===== config.mk =====
export PLATFORM = sky130hd
export DESIGN_NAME = mem_wb_stage
export DESIGN_NICKNAME = d
export VERILOG_FILES = /design/src/rtl/mem_wb_stage.sv
export SDC_FILE = /design/constraint.sdc
export NUM_CORES = 1
export LEC_CHECK = 0
export BUFFER_PORTS_ARGS = -buffer_cell sky130_fd_sc_hd__buf_2
export CAP_MARGIN = 20
export CORE_MARGIN = 3
export CORE_UTILIZATION = 40
export DETAILED_ROUTE_END_ITERATION = 10
export HOLD_SLACK_MARGIN = 0.15
export PLACE_DENSITY = 0.63
export SLEW_MARGIN = 10
export SYNTH_ARGS = -nofsm -noshare
export SYNTH_HDL_FRONTEND = slang
export SYNTH_SLANG_ARGS = --single-unit

===== constraint.sdc =====
create_clock -name im_clk -period 2.2 [get_ports im_clk]
set_input_delay 0.33 -clock im_clk [delete_from_list [all_inputs] [get_ports im_clk]]
set_output_delay 0.33 -clock im_clk [all_outputs]
set_load 0.01 [all_outputs]

===== src/rtl/mem_wb_stage.sv =====
// MEM/WB stage: 2-entry in-order skid buffer between the memory stage and the register file.
// Write data is muxed at accept time; the head entry drives the register-file write port.
`ifndef WORD
`define WORD 64
`endif

module mem_wb_stage #(
  parameter int unsigned REG_ADDR_W = 5
) (
  input  logic                  im_clk,
  input  logic                  rst_n,
  input  logic                  in_valid,
  output logic                  in_ready,
  input  logic [`WORD-1:0]      read_data,
  input  logic [`WORD-1:0]      alu_result,
  input  logic [REG_ADDR_W-1:0] write_reg,
  input  logic                  mem_to_reg,
  input  logic                  reg_write,
  input  logic                  flush,
  input  logic                  wb_stall,
  output logic                  rf_we,
  output logic [REG_ADDR_W-1:0] rf_waddr,
  output logic [`WORD-1:0]      rf_wdata,
  output logic [15:0]           retire_count
);

  typedef enum logic [1:0] {StEmpty, StOne, StTwo} state_e;

  typedef struct packed {
    logic [`WORD-1:0]      wdata;
    logic [REG_ADDR_W-1:0] waddr;
    logic                  reg_write;
  } entry_t;

  localparam logic [REG_ADDR_W-1:0] XzrAddr = {REG_ADDR_W{1'b1}};

  state_e      state_q, state_d;
  entry_t      head_q, head_d;
  entry_t      tail_q, tail_d;
  logic [15:0] count_q, count_d;

  entry_t new_entry;
  logic   accept;
  logic   retire;

  always_comb begin
    new_entry.wdata     = mem_to_reg ? read_data : alu_result;
    new_entry.waddr     = write_reg;
    new_entry.reg_write = reg_write;
  end

  assign in_ready = rst_n && (state_q != StTwo);
  assign accept   = in_valid && in_ready && !flush;
  assign retire   = rst_n && (state_q != StEmpty) && !wb_stall && !flush;

  assign rf_we        = head_q.reg_write && retire && (head_q.waddr != XzrAddr);
  assign rf_waddr     = head_q.waddr;
  assign rf_wdata     = head_q.wdata;
  assign retire_count = count_q;

  always_comb begin
    state_d = state_q;
    head_d  = head_q;
    tail_d  = tail_q;
    count_d = retire ? count_q + 16'd1 : count_q;
    if (flush) begin
      state_d = StEmpty;
    end else begin
      unique case (state_q)
        StEmpty: begin
          if (accept) begin
            head_d  = new_entry;
            state_d = StOne;
          end
        end
        StOne: begin
          // Accept with simultaneous retire replaces the head in place.
          if (accept && retire) begin
            head_d = new_entry;
          end else if (accept) begin
            tail_d  = new_entry;
            state_d = StTwo;
          end else if (retire) begin
            state_d = StEmpty;
          end
        end
        StTwo: begin
          if (retire) begin
            head_d  = tail_q;
            state_d = StOne;
          end
        end
        default: state_d = StEmpty;
      endcase
    end
  end

  always_ff @(posedge im_clk) begin
    if (!rst_n) begin
      state_q <= StEmpty;
      head_q  <= '0;
      tail_q  <= '0;
      count_q <= '0;
    end else begin
      state_q <= state_d;
      head_q  <= head_d;
      tail_q  <= tail_d;
      count_q <= count_d;
    end
  end

endmodule


# After elaboration in Yosys (flattened, before gate mapping)
# Index checks and enable logic that the tools add are counted.
[totals] in_bits=140 regBits=158
[classes] n_eq_ne=9 add_sub_neg=1 reduce_logical=18 bitwise=3 n_mux=11
[ops] op="70-bit 2-to-1 mux" n=3
[ops] op="70-bit case mux with 3 select lines" n=1
[ops] op="64-bit 2-to-1 mux" n=1
[ops] op="16-bit by 1-bit adder with 16-bit output, second input constant" n=1
[ops] op="2-bit 2-to-1 mux" n=5
[ops] op="2-bit != test, second input constant" n=5
[ops] op="1-bit logical AND" n=9
[ops] op="4-bit AND reduction" n=2
[ops] op="2-bit case mux with 3 select lines" n=1
[ops] op="5-bit != test, second input constant" n=1
[ops] op="5-bit AND reduction" n=1
[ops] op="3-bit != test, second input constant" n=1
[ops] op="1-bit inverter" n=3
[ops] op="3-bit nonzero test" n=1
[ops] op="2-bit by 1-bit == test with 1-bit output, second input constant" n=1
[ops] op="2-bit == test, second input constant" n=1
[ops] op="1-bit logical NOT" n=2
[ops] op="2-bit logical NOT" n=1
[ops] op="2-bit nonzero test" n=1
[ops] op="2-bit OR reduction" n=1

# Logic depth before layout (Yosys ltp)
[logic_depth] ltp_word=8 depth_mapped=8 ltp_nobuf=4

# Least setup slack after synthesis
# No wires, ideal clock.
[synth_timing] kind="flip-flop to flip-flop" from="reg count_q[2], in the netlist retire_count[2]" to="reg count_q[14], in the netlist retire_count[14]" path_stages_with_launch=6 arrival_time_ns=1.540 slack_ns=0.590 t_required_ns=2.130 path_cell_list="dfxtp_1 > and4_4 > nand4_4 > buf_6 > or4_1 > a21oi_1"
[synth_between] elab_chain_cells=1
[synth_rtl] element="from (decl)" line_no="40" source="logic [15:0] count_q, count_d;"
[synth_rtl] element="from (signal assigned)" line_no="108" source="count_q <= count_d;"
[synth_rtl] element="16-bit by 1-bit adder with 16-bit output" line_no="65" source="count_d = retire ? count_q + 16'd1 : count_q;"
# Every way passes these cells.
# A chain may end at the register's enable or synchronous reset.

# Worst setup path in the final report
[layout_timing] from="reg state_q[1]" to="out rf_we"
[layout_between] elab_chain_cells=6
[layout_rtl] element="from (decl)" line_no="37" source="state_e state_q, state_d;"
[layout_rtl] element="from (signal assigned)" line_no="100" source="state_q <= StEmpty;"
[layout_rtl] element="from (signal assigned)" line_no="105" source="state_q <= state_d;"
[layout_rtl] element="2-bit nonzero test" line_no="54" source="assign retire = rst_n && (state_q != StEmpty) && !wb_stall && !flush;"
[layout_rtl] element="1-bit logical AND (3 in series)" line_no="54"
[layout_rtl] element="1-bit logical AND (2 in series)" line_no="56" source="assign rf_we = head_q.reg_write && retire && (head_q.waddr != XzrAddr);"
[layout_rtl] element="to (decl)" line_no="21" source="output logic rf_we,"
# Every way passes these cells.

==> out/results.txt <==
Outcome -> finished, final reports clean
Critical path required time -> 1.87 ns
Unrepaired setup endpoints after global routing -> false
Fraction of synthesis flops using an asynchronous set or reset pin -> 0
Cell depth of the worst flop-to-flop path -> 5
Via count of the first global-routing pass -> 6,025
Number of hold violations in the final report -> 0
Remaining number of nets flagged by the antenna check after routing -> 0
Final-layout worst hold slack -> 0.192 ns
Number of optimization iterations in the first detailed-route pass -> 5
Post-synth top flop -> sky130_fd_sc_hd__dfxtp_1
Clock latency reported for the late side of the worst-skew pair -> 0.42 ns
Number of maximum-capacitance constraint violations -> 0
Setup slack of the critical path after layout -> 0.170 ns
Final Instance Area -> 9180 sq um
Sequential fraction of the synthesis area -> 0.412
Clk Tree Root Cell -> sky130_fd_sc_hd__clkbuf_16
Effective utilization at floorplan -> 0.409
Max frequency -> 493 MHz
Final setup vio count -> 0
Leading post-synthesis cells by instance count -> 158 x sky130_fd_sc_hd__dfxtp_1, 84 x sky130_fd_sc_hd__a21oi_1, 82 x sky130_fd_sc_hd__nand2_1
Worst hold path cell count -> 3
Wire length of the first global-routing pass -> 31,600 um
Pre-CTS setup slack -> 0.286 ns
Actual slew at the worst max-slew pin -> 0.525 ns
Setup_tns -> 0 ns
Start-to-end type of the worst setup path -> register to primary output
Number of library cell types mapped by synthesis -> 40
Crit path capture type -> primary output
Tot GR Track Use -> 0.187
ANT cells -> 0
Post-Syn Area -> 7670 sq um
TritonCTS clock tree -> yes
Register bit count reported by yosys -> 158
Number of rows created at floorplan -> 50
Number of CTS-inserted buffers -> 17
Worst clock skew -> 0.00763 ns
Most numerous cell in the Yosys netlist -> sky130_fd_sc_hd__dfxtp_1
Post-Place Cells -> 1,206
Number of H-tree branching levels -> 4
Area growth from synthesis to layout -> 19.6%
Fraction of final layout cells with drive strength greater than 1 -> 0.289
Floorplan die area -> 20,900 sq um
Die H -> 144 um
Vias per cell -> 5.36
Synth Net Count -> 1,024
Final core utilization -> 0.489
Final total power -> 6.91 mW
Count of yosys warnings during synthesis -> 0
Initial antenna violation count -> 0
Number of sinks driven by the clock tree -> 158
NumNets Final -> 1,137
Synthesized area divided by synthesized cell count -> 8.69 sq um
Relative slew slack -> 0.650
Cell type with the largest total area after synthesis -> sky130_fd_sc_hd__dfxtp_1
Post-detailed-placement half-perimeter wirelength -> 12,900 um
Data arrival, critical path -> 1.70 ns
Port Buf Inserts -> 226
Pin count of the biggest net entering global routing -> 79
Fin crit period -> 2.03 ns
Maximum buffer depth of the clock tree -> 2
Peak fanout along the critical path -> 9
Top cell type's share of synthesized area -> 0.412
Final worst path period share -> 0.923
Area of the core -> 18,800 sq um
Remaining global-route overflow -> 0
Number of DRC markers in iteration 0 -> 265
Path category of the worst min-delay check -> primary input to register
Routed wire length -> 19,800 um
Kind of start point of the critical path -> register
Longest individual stage delay on the worst path -> 0.42 ns
Detail-routed net length per standard cell -> 15.9 um
Number of enable-type register cells in the synthesized netlist -> 0
Placer Congestion -> 0.779
Power density cells -> 753 nW/um^2
I/O pin count -> 227
Vias after detailed routing -> 6,657
Ranking of synthesized cells by area -> sky130_fd_sc_hd__dfxtp_1 41%, sky130_fd_sc_hd__mux2i_1 9.4%, sky130_fd_sc_hd__buf_4 7.4%
Die boundary width -> 144 um
Area after detailed placement -> 8460 sq um
Slowest CP cell -> sky130_fd_sc_hd__dfxtp_2
Final count of pins violating max slew -> 0
Clock Pin Slew Worst Setup and Hold Paths -> 0.07 ns
Cells along the critical path -> o21ba_4 > and2_2 > nand2_1 > a31oi_1 > buf_2
Post-Layout Cell Count -> 1,243
Reported leakage power -> 3.90 nW
Number of instances in the synthesized netlist -> 883
Worst IR drop on VDD -> 519 uV
DRC violations left -> 0
critical path: cells and delay by family, from the launching register on:
family,cells,cell delay (ns)
DFF,1,0.42
buffers and inverters,1,0.18
and+or+nand+nor,2,0.30
AOI/OAI and AO/OA,2,0.38
path summary, 6_finish.rpt:
check / from / endpoint / slack, ns
worst max-delay path: state_q[1]$_SDFFE_PP0P_ / rf_we / 0.17
worst min register to register: tail_q[3]$_SDFFE_PN0P_ / tail_q[3]$_SDFFE_PN0P_ / 0.46
worst min-delay path: write_reg[4] / tail_q[5]$_SDFFE_PN0P_ / 0.19
worst max register to register: state_q[1]$_SDFFE_PP0P_ / tail_q[19]$_SDFFE_PN0P_ / 0.36
layer usage:
layer  track usage  up-vias  wire length [um]
li1              -     3410                 -
met1         0.260     3072              9550
met2         0.290      159              8960
met3        0.0446       16              1050
met4        0.0511        0               243
met5             0        -                 0
where the power goes:
part / leakage (nW) / switching [mW] / internal, mW / total [mW]
Clock: 0.310 / 1.21 / 2.05 / 3.26
Combinational: 2.31 / 0.404 / 0.295 / 0.699
Sequential: 1.28 / 0.0296 / 2.92 / 2.95
Total: 3.90 / 1.64 / 5.27 / 6.91
flip-flops by register name, summed over array words and instances, names as in the netlist:
| register | cells |
|---|---|
| state_q | 2 |
| head_q | 1 |
| retire_count | 16 |
| tail_q | 70 |
| rf_wdata | 64 |
| rf_waddr | 5 |
layout by cell type (no fill, tap or decap), drive strengths merged, types with 2 or more instances in the layout:
| cell type | n |
|---|---|
| and3 | 2 |
| nand3 | 4 |
| clkinvlp | 3 |
| and2 | 3 |
| o31ai | 6 |
| xor2 | 5 |
| xnor2 | 2 |
| a211oi | 70 |
| and4 | 2 |
| nand4 | 8 |
| o21ai | 65 |
| nor2 | 76 |
| clkbuf | 19 |
| clkinv | 4 |
| inv | 4 |
| buf | 245 |
| mux2i | 72 |
| nand2 | 82 |
| nor2b | 2 |
| nand2b | 2 |
| dlygate4sd3 | 5 |
| bufinv | 5 |
| o2111ai | 64 |
| dfxtp | 158 |
| a21oi | 84 |
| or4 | 6 |
cell families (layout without fill, tap and decap cells):
group,after synthesis,count (layout),synth area share
xor+xnor,7,7,0.00799
buf+inv,159,285,0.123
flops,158,158,0.412
compound gates,295,295,0.251
fa+ha+maj,1,1,0.00163
simple gates,190,190,0.108
mux,73,73,0.0954
repair_timing:
item,CTS,global route
setup buffers,0,0
endpoints found under the hold margin,5,0
hold buffers,5,0
setup endpoints to repair,1,1
gates resized for setup,1,2
area by class of cell:
type	instances	area, sq um
clock buffer	19	443
multi-input combinational	566	3600
clock inverter	13	213
tap	234	293
sequential	158	3160
fill	1843	9590
inverter	3	13.8
timing repair buffer	250	1450
Note: power is estimated with default switching activity, not from simulation.
